**src/rtl/game_event_queue.sv**
```systemverilog
// game_event_queue: captures card flip / match / win pulses, encodes each as a byte frame
// and buffers the bytes in a show-ahead FIFO that drains over a valid/ready byte handshake.
// Optional macro EVT_TIMESTAMP_EN appends a captured 8-bit tick byte after every frame.
module game_event_queue #(
  parameter int DEPTH    = 16,
  parameter int AW       = $clog2(DEPTH),
  parameter int TICK_DIV = 100000
) (
  input  logic          clk,
  input  logic          reset_n,
  input  logic          card_flipped,
  input  logic [3:0]    card_pos,
  input  logic          card_matched,
  input  logic          game_won,
  input  logic [7:0]    move_count,
  output logic [7:0]    tx_data,
  output logic          tx_valid,
  input  logic          tx_ready,
  output logic [AW:0]   fifo_level,
  output logic [7:0]    drop_count
);

`ifdef EVT_TIMESTAMP_EN
  typedef enum logic [2:0] {IDLE, FLIP, MATCH, WIN_HDR, WIN_CNT, TS} state_t;
  localparam state_t FRAME_END = TS;
`else
  typedef enum logic [2:0] {IDLE, FLIP, MATCH, WIN_HDR, WIN_CNT} state_t;
  localparam state_t FRAME_END = IDLE;
`endif

  state_t          state_q;
  logic [7:0]      frame_q;
  logic            flip_pend_q, match_pend_q, win_pend_q;
  logic [3:0]      flip_pos_q;
  logic [7:0]      win_cnt_q;
  logic [7:0]      drop_q, drop_d;
  logic [7:0]      mem_q [DEPTH];
  logic [AW-1:0]   wr_ptr_q, rd_ptr_q;
  logic [AW:0]     count_q;
  logic            wr_vld;
  logic [7:0]      wr_dat;
  logic            full, push, pop;
  logic            flip_clr, match_clr, win_clr;
  logic            flip_drop, match_drop, win_drop;
  logic [1:0]      drop_n;
  logic [8:0]      drop_sum;

  // IDLE hands out pending events by priority flip > match > win
  assign flip_clr  = (state_q == IDLE) && flip_pend_q;
  assign match_clr = (state_q == IDLE) && !flip_pend_q && match_pend_q;
  assign win_clr   = (state_q == IDLE) && !flip_pend_q && !match_pend_q && win_pend_q;

  // A repeat pulse is lost only if the earlier one is not being consumed this cycle
  assign flip_drop  = card_flipped && flip_pend_q  && !flip_clr;
  assign match_drop = card_matched && match_pend_q && !match_clr;
  assign win_drop   = game_won     && win_pend_q   && !win_clr;

  assign drop_n   = 2'(flip_drop) + 2'(match_drop) + 2'(win_drop);
  assign drop_sum = {1'b0, drop_q} + {7'd0, drop_n};
  assign drop_d   = drop_sum[8] ? 8'hFF : drop_sum[7:0];

  assign full = (count_q == (AW+1)'(DEPTH));
  assign push = wr_vld && !full;
  assign pop  = tx_valid && tx_ready;

  assign tx_valid   = (count_q != '0);
  assign tx_data    = mem_q[rd_ptr_q];
  assign fifo_level = count_q;
  assign drop_count = drop_q;

`ifdef EVT_TIMESTAMP_EN
  logic [31:0] div_q;
  logic [7:0]  tick_q, flip_ts_q, match_ts_q, win_ts_q, ts_frame_q;

  // Free-running timestamp: one tick every TICK_DIV cycles, wraps at 255
  always_ff @(posedge clk) begin
    if (!reset_n) begin
      div_q  <= '0;
      tick_q <= '0;
    end else if (div_q == 32'(TICK_DIV - 1)) begin
      div_q  <= '0;
      tick_q <= tick_q + 8'd1;
    end else begin
      div_q  <= div_q + 32'd1;
    end
  end

  // Timestamps travel with the payload: captured with the event, latched into the frame in IDLE
  always_ff @(posedge clk) begin
    if (!reset_n) begin
      flip_ts_q  <= '0;
      match_ts_q <= '0;
      win_ts_q   <= '0;
      ts_frame_q <= '0;
    end else begin
      if (card_flipped && !flip_drop)  flip_ts_q  <= tick_q;
      if (card_matched && !match_drop) match_ts_q <= tick_q;
      if (game_won && !win_drop)       win_ts_q   <= tick_q;
      if (flip_clr)       ts_frame_q <= flip_ts_q;
      else if (match_clr) ts_frame_q <= match_ts_q;
      else if (win_clr)   ts_frame_q <= win_ts_q;
    end
  end
`else
  logic unused_tick_div;
  assign unused_tick_div = (TICK_DIV > 0);
`endif

  // Pending flags and payloads; a new pulse beats a same-cycle clear
  always_ff @(posedge clk) begin
    if (!reset_n) begin
      flip_pend_q  <= 1'b0;
      match_pend_q <= 1'b0;
      win_pend_q   <= 1'b0;
      flip_pos_q   <= '0;
      win_cnt_q    <= '0;
      drop_q       <= '0;
    end else begin
      if (card_flipped) begin
        flip_pend_q <= 1'b1;
        if (!flip_drop) flip_pos_q <= card_pos;
      end else if (flip_clr) begin
        flip_pend_q <= 1'b0;
      end
      if (card_matched)   match_pend_q <= 1'b1;
      else if (match_clr) match_pend_q <= 1'b0;
      if (game_won) begin
        win_pend_q <= 1'b1;
        if (!win_drop) win_cnt_q <= move_count;
      end else if (win_clr) begin
        win_pend_q <= 1'b0;
      end
      drop_q <= drop_d;
    end
  end

  // Writer FSM: one frame at a time, each state holds its byte until the FIFO has room
  always_ff @(posedge clk) begin
    if (!reset_n) begin
      state_q <= IDLE;
      frame_q <= '0;
    end else begin
      case (state_q)
        IDLE: begin
          if (flip_clr) begin
            frame_q <= {4'h1, flip_pos_q};
            state_q <= FLIP;
          end else if (match_clr) begin
            state_q <= MATCH;
          end else if (win_clr) begin
            frame_q <= win_cnt_q;
            state_q <= WIN_HDR;
          end
        end
        FLIP:    if (push) state_q <= FRAME_END;
        MATCH:   if (push) state_q <= FRAME_END;
        WIN_HDR: if (push) state_q <= WIN_CNT;
        WIN_CNT: if (push) state_q <= FRAME_END;
`ifdef EVT_TIMESTAMP_EN
        TS:      if (push) state_q <= IDLE;
`endif
        default: state_q <= IDLE;
      endcase
    end
  end

  // Byte offered by the writer in the current state
  always_comb begin
    wr_vld = 1'b1;
    wr_dat = 8'h00;
    case (state_q)
      FLIP:    wr_dat = frame_q;
      MATCH:   wr_dat = 8'hAA;
      WIN_HDR: wr_dat = 8'hEE;
      WIN_CNT: wr_dat = frame_q;
`ifdef EVT_TIMESTAMP_EN
      TS:      wr_dat = ts_frame_q;
`endif
      default: wr_vld = 1'b0;
    endcase
  end

  // Show-ahead FIFO storage; head byte is read straight from the register array
  always_ff @(posedge clk) begin
    if (!reset_n) begin
      for (int i = 0; i < DEPTH; i++) mem_q[i] <= '0;
      wr_ptr_q <= '0;
      rd_ptr_q <= '0;
      count_q  <= '0;
    end else begin
      if (push) begin
        mem_q[wr_ptr_q] <= wr_dat;
        wr_ptr_q        <= wr_ptr_q + AW'(1);
      end
      if (pop) rd_ptr_q <= rd_ptr_q + AW'(1);
      case ({push, pop})
        2'b10:   count_q <= count_q + (AW+1)'(1);
        2'b01:   count_q <= count_q - (AW+1)'(1);
        default: count_q <= count_q;
      endcase
    end
  end

endmodule

```
**config.mk**
```make
export PLATFORM = sky130hd
export DESIGN_NAME = game_event_queue
export DESIGN_NICKNAME = d
export VERILOG_FILES = /design/src/rtl/game_event_queue.sv
export SDC_FILE = /design/constraint.sdc
export NUM_CORES = 1
export LEC_CHECK = 0
export CELL_PAD_IN_SITES_DETAIL_PLACEMENT = 1
export CELL_PAD_IN_SITES_GLOBAL_PLACEMENT = 2
export CORE_UTILIZATION = 41
export CTS_CLUSTER_SIZE = 16
export DETAILED_ROUTE_END_ITERATION = 8
export PLACE_DENSITY_LB_ADDON = 0.1
export SYNTH_ARGS = -nofsm -noshare
export SYNTH_HDL_FRONTEND = slang
export SYNTH_SLANG_ARGS = --single-unit
```
**constraint.sdc**
```tcl
create_clock -name clk -period 3.09 [get_ports clk]
set_input_delay 0.618 -clock clk [delete_from_list [all_inputs] [get_ports clk]]
set_output_delay 0.618 -clock clk [all_outputs]
set_load 0.03 [all_outputs]
```
* Yosys cells after proc, flatten, opt, wreduce, memory -nomap -nowiden
Memory sizes are Yosys's and may differ from the RTL's. A register that Yosys moved wholly into a read port is not among the register bits.
Cells that the tools add are included.
** Storage, ports and cells
- Input bits :: 18
- Output and inout bits :: 22
- Word-level logic and storage cells :: 94
- Bits in registers :: 47
- Memory bits (writable) :: 128
- Latch bits :: 0
- Bits in read-only memories :: 0
- Memories kept :: 1
** Memory list
- mem_q :: depth 16, bits a word 8, read ports 1, clocked after memory_dff 1, wr ports 16, line 37 : logic [7:0] mem_q [DEPTH];
** Operators by class
- Bitwise operators :: 2
- Order comparisons :: 0
- Div/mod/pow operators :: 0
- Multiplexer cells :: 28
- Eq/ne operators :: 11
- Reductions and logical operators :: 34
- $add $sub $neg :: 7
- Multipliers :: 0
- Shift operators :: 0
** Operators with widths (number)
- 2-to-1 mux 8 bit :: 5
- case mux 8 bit (3 select lines) :: 1
- 2-to-1 mux 3 bit :: 5
- logical AND 1 bit :: 13
- 2-to-1 mux 1 bit :: 12
- 2-to-1 mux 4 bit :: 3
- case mux 5 bit (2 select lines) :: 1
- nonzero test 2 bit :: 5
- adder 8 x 2 -> 9 bit :: 1
- case mux 3 bit (3 select lines) :: 1
- adder 4 x 1 -> 4 bit, second input constant :: 2
- OR reduction 8 bit :: 1
- equality test 3 x 2 -> 1 bit, second input constant :: 2
- logical NOT 1 bit :: 6
- AND reduction 3 bit :: 2
- adder 5 x 1 -> 5 bit, second input constant :: 1
- equality test 5 bit, second input constant :: 1
- nonzero test 5 bit :: 1
- subtractor 5 x 1 -> 5 bit, second input constant :: 1
- inequality test 2 bit, second input constant :: 2
- inequality test 4 bit, second input constant :: 1
- AND reduction 2 bit :: 2
- OR reduction 4 bit :: 1
- equality test 3 x 1 -> 1 bit, second input constant :: 1
- other kinds (10) :: 11

* Longest topological paths before layout
Gate-level depths: netlist of the first run.
- Word-level depth :: 9
- Mapped depth :: 13
- Depth with buffers taken out :: 11

* Worst setup path after synthesis of the first run
No wires, ideal clock.
- Kind :: reg-to-reg
- From :: register count_q[0], in the netlist fifo_level[0]
- To :: register count_q[4], in the netlist fifo_level[4]
- Data required time :: 3.018 ns
- Setup slack :: 0.116 ns
- Stages on the path, launching flop included :: 11
- Buffers on the path :: 0
- Clock period less this slack :: 2.974 ns
- Arrival time :: 2.902 ns
- Library setup time :: 0.072 ns
- Path through :: dfxtp_1 nor4_4 a211oi_2 inv_1 ha_1 inv_1 fa_1 nand2b_1 a21oi_1 mux2i_1 mux2i_1
** Between the ends
- Longest elaborated chain between the ends :: 5
- Elaborated cells on any way between the ends :: 11
- Those cells by class :: 2 x add/sub; 3 x eq/ne; 1 x mux; 5 x reduce/logical
** RTL lines
- start, declared :: line 39 : logic [AW:0] count_q;
- start signal, assigned :: line 197 : 2'b10: count_q <= count_q + (AW+1)'(1);
- start signal, assigned :: line 198 : 2'b01: count_q <= count_q - (AW+1)'(1);
- start signal, assigned :: line 199 : default: count_q <= count_q;
- equality test 5 bit :: line 62 : assign full = (count_q == (AW+1)'(DEPTH));
- logical NOT 1 bit :: line 63 : assign push = wr_vld && !full;
- logical AND 1 bit :: line 63
- equality test 2 x 1 -> 1 bit / equality test 2 bit (equally long branches) :: line 196 : case ({push, pop})
- case mux 5 bit (2 select lines) / nonzero test 2 bit (equally long branches)
Several ways; a longest one is shown, not always the timed one.
A chain may end at the register's enable or synchronous reset.

* Worst setup path after layout of the first run
- From :: register count_q[0], in the netlist fifo_level[0]
- To :: output tx_valid
** Between the ends
- Longest elaborated chain between the ends :: 1
** RTL lines
- nonzero test 5 bit :: line 66 : assign tx_valid = (count_q != '0);
- end, declared :: line 17 : output logic tx_valid,
No other way between the ends.

==> metrics.yaml, run 1 <==
final_layout:
  diodes: 0
  final_nets: 772
  final_area_mm2: 0.009620
  syn_to_final_growth_pct: 17.19
  final_cells: 1018
  drive_gt1_share_pct: 13.81
logic_synthesis:
  synth_nets: 728
  synth-async-reset-ratio_pct: 0
  ys_seq_elements: 179
  synth_edf_count: 128
  synth_top_area_share_pct: 46.82
  ys_seq_area_share_pct: 59.26
  synth_area_per_cell_um2: 11.79
  synthCells: 696
  synthFlopType: "edfxtp_1"
  synthTopCellsByArea: "edfxtp_1 (47%), dfxtp_1 (12%), mux4_2 (8.8%)"
  yosys.area.top_type: "edfxtp_1"
  syn_area_mm2: 0.008209
  yosys.cell_types.count: 52
  ys_warn_count: 0
  yosys-top-cells-count: "nor2_1 (170), edfxtp_1 (128), nand2_1 (91), dfxtp_1 (51), mux4_2 (32)"
  synthMostInstantiatedCell: "nor2_1"
critical_path:
  crit_fanout: 6
  worstPathCellList: "nor4_4, buf_4, or2b_1, clkdlybuf4s50_1"
  crit_path_start_kind: "flop"
  cp_num_buf_inv: 2
  cp-end-kind: "primary output"
  critPathKind: "reg -> out"
  crit_slowest_cell: "clkdlybuf4s50_1"
  worstPathRequired_ns: 2.47
  critPathTopFamily: "buffers and inverters"
  cpPeakStageDelay_ns: 0.59
  cp.arrival_ns: 2.30
global_route:
  grt_use_total_pct: 22.27
  grt_pass1_wl_mm: 33.67
  first_global_vias: 5991
  antenna_found_initial: 0
  grt_start_max_net_pins: 33
  grt_overflow: 0
drt:
  vias_per_cell: 5.405
  postRouteAntennaNets: 0
  dr.pass1.iters: 4
  vias: 5502
  routedWlPerCell_um: 20.71
  route.detailed.drc: 0
  drt-total-wl_mm: 21.09
  drtIter0Drc: 271
placed_design:
  placed_area_mm2: 0.008991
  dpl.hpwl_mm: 14.69
  port_buffers: 39
  post-place-cells: 986
  pre_cts_slack_ns: -0.001782
  place.gp.congestion: 0.7610
timing:
  tightest_slew_ns: 0.7380
  hold_viol: 0
  period_share_pct: 94.47
  slew_viol_final: 0
  tns_ns: 0
  fin_ws_ns: 0.1709
  rsz0062_at_grt: "false"
  setup_viol: 0
  slew_headroom_pct: 50.70
  max_freq_mhz: 342.6
  skew_ns: 0.01074
  min_period_ns: 2.919
  holdWs_ns: 0.4759
pwr:
  p_sw_uw: 2131
  switching_share_pct: 30.68
  irDropWorstVdd_uv: 397.0
  power_frac_comb_pct: 25.3
  power_frac_seq_pct: 41.2
  power_density_mw_per_mm2: 722.0
  p_leak_uw: 0.003420
  clkPwrFrac_pct: 33.5
  internal_power_uw: 4815
clock_tree:
  clk_root_buffer_cell: "clkbuf_16"
  cts_tree: "yes"
  clkSinkCount: 179
  max-clock-path-buffers: 2
  h-tree-depth: 4
  numCtsBuffers: 17
  cts_setup_buffers: 0
  clk_pin_slew_ns: 0.07
  clk_latency_ns: 0.42
die:
  io_pins: 40
  die-area_mm2: 0.02059
  start_util_pct: 42.04
  die_height_um: 143.5
  rows: 51
  die_w_um: 143.5
  core_mm2: 0.01953
worst_hold_path:
  hp-class: "reg -> reg"
job:
  max-cap-violations: 0
run_status:
  status: "completed"
routing by layer:
| metal | vias to the layer above | routed length [µm] | GRT usage [%] |
|---|---|---|---|
| met5 | - | 0 | 0 |
| met3 | 15 | 678 | 2.599 |
| li1 | 2572 | - | - |
| met2 | 109 | 10790 | 39.42 |
| met4 | 0 | 207 | 6.159 |
| met1 | 2806 | 9412 | 28.72 |
cells in the final DEF (no fill, tap or decap), types with 4 or more instances in the layout:
master           Yosys  routed
mux4_2              32      32
a21oi_1             19      19
nor3b_1              5       5
bufinv_16            0       4
nand2b_1             7       7
a31oi_1              4       4
and3_1               5       5
and2_1               8       8
inv_1               13      13
nand2_1             91      91
clkdlybuf4s50_1      0      30
ha_1                11      11
clkbuf_16            0      17
dfxtp_1             51      50
edfxtp_1           128     128
o21a_1               9       9
nor2b_1              6       6
mux2i_1             16      16
clkinvlp_4           0       4
nand3_1              9       9
o221ai_1             4       4
buf_4                0      21
dlygate4sd2_1        0       7
xor2_1               6       6
nor2_1             170     170
a22oi_1             18      17
a2111oi_4            4       4
power by group through the flow:
stage / registers, µW / clock network (µW) / logic [µW]
final: 2860 / 2330 / 1760
after detailed placement: 2920 / 0 / 1810
after global routing: 2890 / 2440 / 1910
after global placement: 2910 / 0 / 1770
after CTS: 2870 / 2360 / 1790
after floorplan: 2930 / 0 / 1140
area by class of cell:
cell class	count	area, µm²
inverter	13	48.80
clock inverter	14	201.4
clock buffer	18	429.2
multi-input combinational	466	3147
tap	265	331.6
timing repair buffer	63	596.8
sequential	179	4866
fill	2075	9906
timing repair:
action,in CTS,in global routing
setup endpoints to repair,7,2
hold buffers,0,0
resized for setup,7,2
per-stage QoR:
| stage | power, µW | utilization [%] |
|---|---|---|
| after CTS | 7020 | 49.23 |
| final | 6946 | 49.27 |
| after global placement | 4682 | 46.05 |
| after floorplan | 4068 | - |
| after global routing | 7246 | 49.27 |
| after detailed placement | 4729 | 46.05 |
sequential cells by signal, summed over array words and instances (netlist names), named ones only:
signal	flops
mem_q	128
drop_count	8
frame_q	8
win_cnt_q	8
fifo_level	5
flip_pos_q	4
rd_ptr_q	4
wr_ptr_q	4
state_q	3
flip_pend_q	1
match_pend_q	1
win_pend_q	1
logic make-up after synthesis:
| kind of cell | synth area share, % |
|---|---|
| xor gates and xnor gates | 0.8536 |
| muxes | 10.73 |
| DFF | 59.26 |
| buffers and inverters | 2.469 |
| adders and majority gates | 2.408 |
| AOI/OAI and AO/OA | 7.270 |
| and+or+nand+nor | 17.01 |
path summary, 6_finish.rpt:
kind / cells after the start / slack [ns] / endpoint / from
hold / removal: 2 / 0.48 / win_cnt_q[2] / win_cnt_q[2]
setup / recovery: 4 / 0.17 / tx_valid / fifo_level[0]
setup reg to reg: 11 / 0.21 / drop_count[6] / state_q[2]
hold reg to reg: 2 / 0.48 / win_cnt_q[2] / win_cnt_q[2]
tightest hold or removal path, cell delays in order (launching register included):
cell and delay (ns):
dfxtp_1 0.32, nand2_1 0.05, mux2i_1 0.06
No activity file was read; power rests on OpenSTA's default activity.
==> run 2: changes to the inputs <==
--- a/config.mk
+++ b/config.mk
@@ -5,12 +5,14 @@
 export SDC_FILE = /design/constraint.sdc
 export NUM_CORES = 1
 export LEC_CHECK = 0
+export ABC_AREA = 1
 export CELL_PAD_IN_SITES_DETAIL_PLACEMENT = 1
 export CELL_PAD_IN_SITES_GLOBAL_PLACEMENT = 2
-export CORE_UTILIZATION = 41
+export CORE_UTILIZATION = 38
 export CTS_CLUSTER_SIZE = 16
 export DETAILED_ROUTE_END_ITERATION = 8
 export PLACE_DENSITY_LB_ADDON = 0.1
+export SKIP_LAST_GASP = 1
 export SYNTH_ARGS = -nofsm -noshare
 export SYNTH_HDL_FRONTEND = slang
 export SYNTH_SLANG_ARGS = --single-unit
==> metrics.yaml, run 2 <==
run_status:
  status: "completed"
logic_synthesis:
  yosys-top-cells-count: "nor2_1 (165), edfxtp_1 (128), nand2_1 (120), inv_1 (112), nand3_1 (80)"
  synth_edf_count: 128
  synthTopCellsByArea: "edfxtp_1 (45%), dfxtp_1 (12%), nor2_1 (7.3%)"
  synthFlopType: "edfxtp_1"
  ys_seq_elements: 179
  synthMostInstantiatedCell: "nor2_1"
  yosys.area.top_type: "edfxtp_1"
  synthCells: 925
  synth_area_per_cell_um2: 9.224
  synth_top_area_share_pct: 45.05
  synth-async-reset-ratio_pct: 0
  ys_warn_count: 0
  synth_nets: 957
  yosys.cell_types.count: 30
  ys_seq_area_share_pct: 57.02
  syn_area_mm2: 0.008532
final_layout:
  diodes: 0
  fillers: 2495
  drive_gt1_share_pct: 9.959
  largest_reg_flops: 128
  top_register: "mem_q"
  syn_to_final_growth_pct: 16.44
  layout_commonest_cell: "nor2_1"
  final_nets: 993
  layout_common_cells: "nor2_1 (165), edfxtp_1 (128), nand2_1 (120), inv_1 (112), nand3_1 (80)"
  multi_input_area_mm2: 0.003039
  regArea_mm2: 0.004872
critical_path:
  cp-end-kind: "primary output"
  cp_num_buf_inv: 2
  cpPeakStageDelay_ns: 0.67
  worstPathRequired_ns: 2.47
  crit_path_start_kind: "flop"
  cp.arrival_ns: 2.38
  critPathKind: "reg -> out"
  crit_slowest_cell: "clkdlybuf4s50_1"
  worstPathCellList: "buf_6, o211ai_1, nand3_1, nand3_1, nand2_1, clkdlybuf4s50_1"
  crit_path_frequent_cell: "nand3_1"
  crit_fanout: 13
  critPathTopFamily: "buffers and inverters"
die:
  io_pins: 40
  die-area_mm2: 0.02306
  start_util_pct: 38.97
  die_w_um: 151.8
  rows: 54
  die_height_um: 151.8
  core_mm2: 0.02189
timing:
  slew_headroom_pct: 22.92
  slew_viol_final: 0
  skew_ns: 0.008753
  tns_ns: 0
  setup_viol: 0
  holdWs_ns: 0.4642
  rsz0062_at_grt: "false"
  fin_ws_ns: 0.08819
  period_share_pct: 97.15
  hold_viol: 0
  min_period_ns: 3.002
  tightest_slew_ns: 1.156
  max_freq_mhz: 333.1
placed_design:
  dpl.hpwl_mm: 15.41
  port_buffers: 39
  pre_cts_slack_ns: -0.03185
  place.gp.congestion: 0.8231
clock_tree:
  clk_pin_slew_ns: 0.07
  ctsHoldBuffers: 0
  cts_tree: "yes"
  max-clock-path-buffers: 2
  clk_latency_ns: 0.43
  h-tree-depth: 4
  clkSinkCount: 179
  numCtsBuffers: 17
  clk_root_buffer_cell: "clkbuf_16"
global_route:
  first_global_vias: 6855
  grt_start_max_net_pins: 42
  grt_use_total_pct: 20.52
  grt_pass1_wl_mm: 36.60
  grt_overflow: 0
  antenna_found_initial: 0
drt:
  drtIter0Drc: 238
  postRouteAntennaNets: 0
  drt-total-wl_mm: 22.69
  route.detailed.drc: 0
  routedWlPerCell_um: 18.09
  vias_per_cell: 5.122
  vias: 6423
  dr.pass1.iters: 4
pwr:
  irDropWorstVdd_uv: 358.2
  p_leak_uw: 0.003785
  power_density_mw_per_mm2: 824.8
worst_hold_path:
  hp-class: "reg -> reg"
job:
  max-cap-violations: 0
==> run 2: cell types whose count changed in the layout (fill, tap and decap cells not counted), moves of 29 or more <==
| cell | before | now |
|---|---|---|
| inv_1 | 13 | 112 |
| nand3_1 | 9 | 80 |
| o21ai_0 | 2 | 52 |
| a21oi_1 | 19 | 66 |
| mux4_2 | 32 | 0 |
| o211ai_1 | 2 | 32 |
| nand2_1 | 91 | 120 |
==> run 2: final cells by class <==
class	instances	share of cell area [%]
inverters	114	4.307
well taps	280	3.526
flip-flops and latches	179	49.04
repair buffers	64	6.587
clock buffers	19	4.358
clock inverters	13	1.587
multi-input cells	585	30.59
==> run 2: cells by family (layout without fill, tap and decap cells) <==
kind of cell / count (synthesis) / after routing / share of synthesized area (%)
xor gates and xnor gates: 9 / 9 / 0.9238
buffers and inverters: 161 / 210 / 7.494
DFF: 179 / 179 / 57.02
and+or+nand+nor: 407 / 407 / 22.17
AOI/OAI and AO/OA: 155 / 155 / 10.07
adders and majority gates: 14 / 14 / 2.317
==> run 2: tightest hold or removal path, cell delays in order, from the launching register on <==
cell     delay [ns]
dfxtp_1        0.31
nand2_1        0.06
a21oi_1        0.05
==> run 2: final timing paths <==
check / startpoint / end / slack (ns) / cells after the start
hold reg to reg: flip_pos_q[2] / flip_pos_q[2] / 0.46 / 2
setup reg to reg: state_q[2] / drop_count[1] / 0.31 / 14
hold / removal: flip_pos_q[2] / flip_pos_q[2] / 0.46 / 2
setup / recovery: flop / tx_data[6] / 0.09 / 6
==> run 2: per-stage QoR <==
| stage | instance area, µm² | utilization [%] | power [µW] | std cells |
|---|---|---|---|---|
| final | 9935 | 45.38 | 8194 | 1254 |
| after global routing | 9935 | 45.38 | 8673 | 1254 |
| after CTS | 9912 | 45.28 | 8272 | 1253 |
| after detailed placement | 9293 | 42.45 | 6031 | 1219 |
| after global placement | 9293 | 42.45 | 5963 | 1219 |
| after floorplan | 8532 | - | 4954 | 925 |
==> run 2: layer usage <==
metal	track usage, %	routed length (µm)	vias up
met5	0	0	-
met4	6.429	333	0
met3	3.023	661	22
met2	36.67	11680	90
met1	25.36	10010	3172
li1	-	-	3139
==> run 2: report_power, final <==
| group | switching [µW] | internal [µW] |
|---|---|---|
| Sequential | 211 | 2820 |
| Combinational | 2000 | 939 |
| Clock | 946 | 1270 |
==> run 2: repair_timing <==
action | in CTS | in global routing
resized for setup | 1 | 6
hold endpoints to repair | 0 | 0
buffers inserted | 2 | 1
setup endpoints to repair | 8 | 8
cloned | 0 | 0
pin swaps | 0 | 0
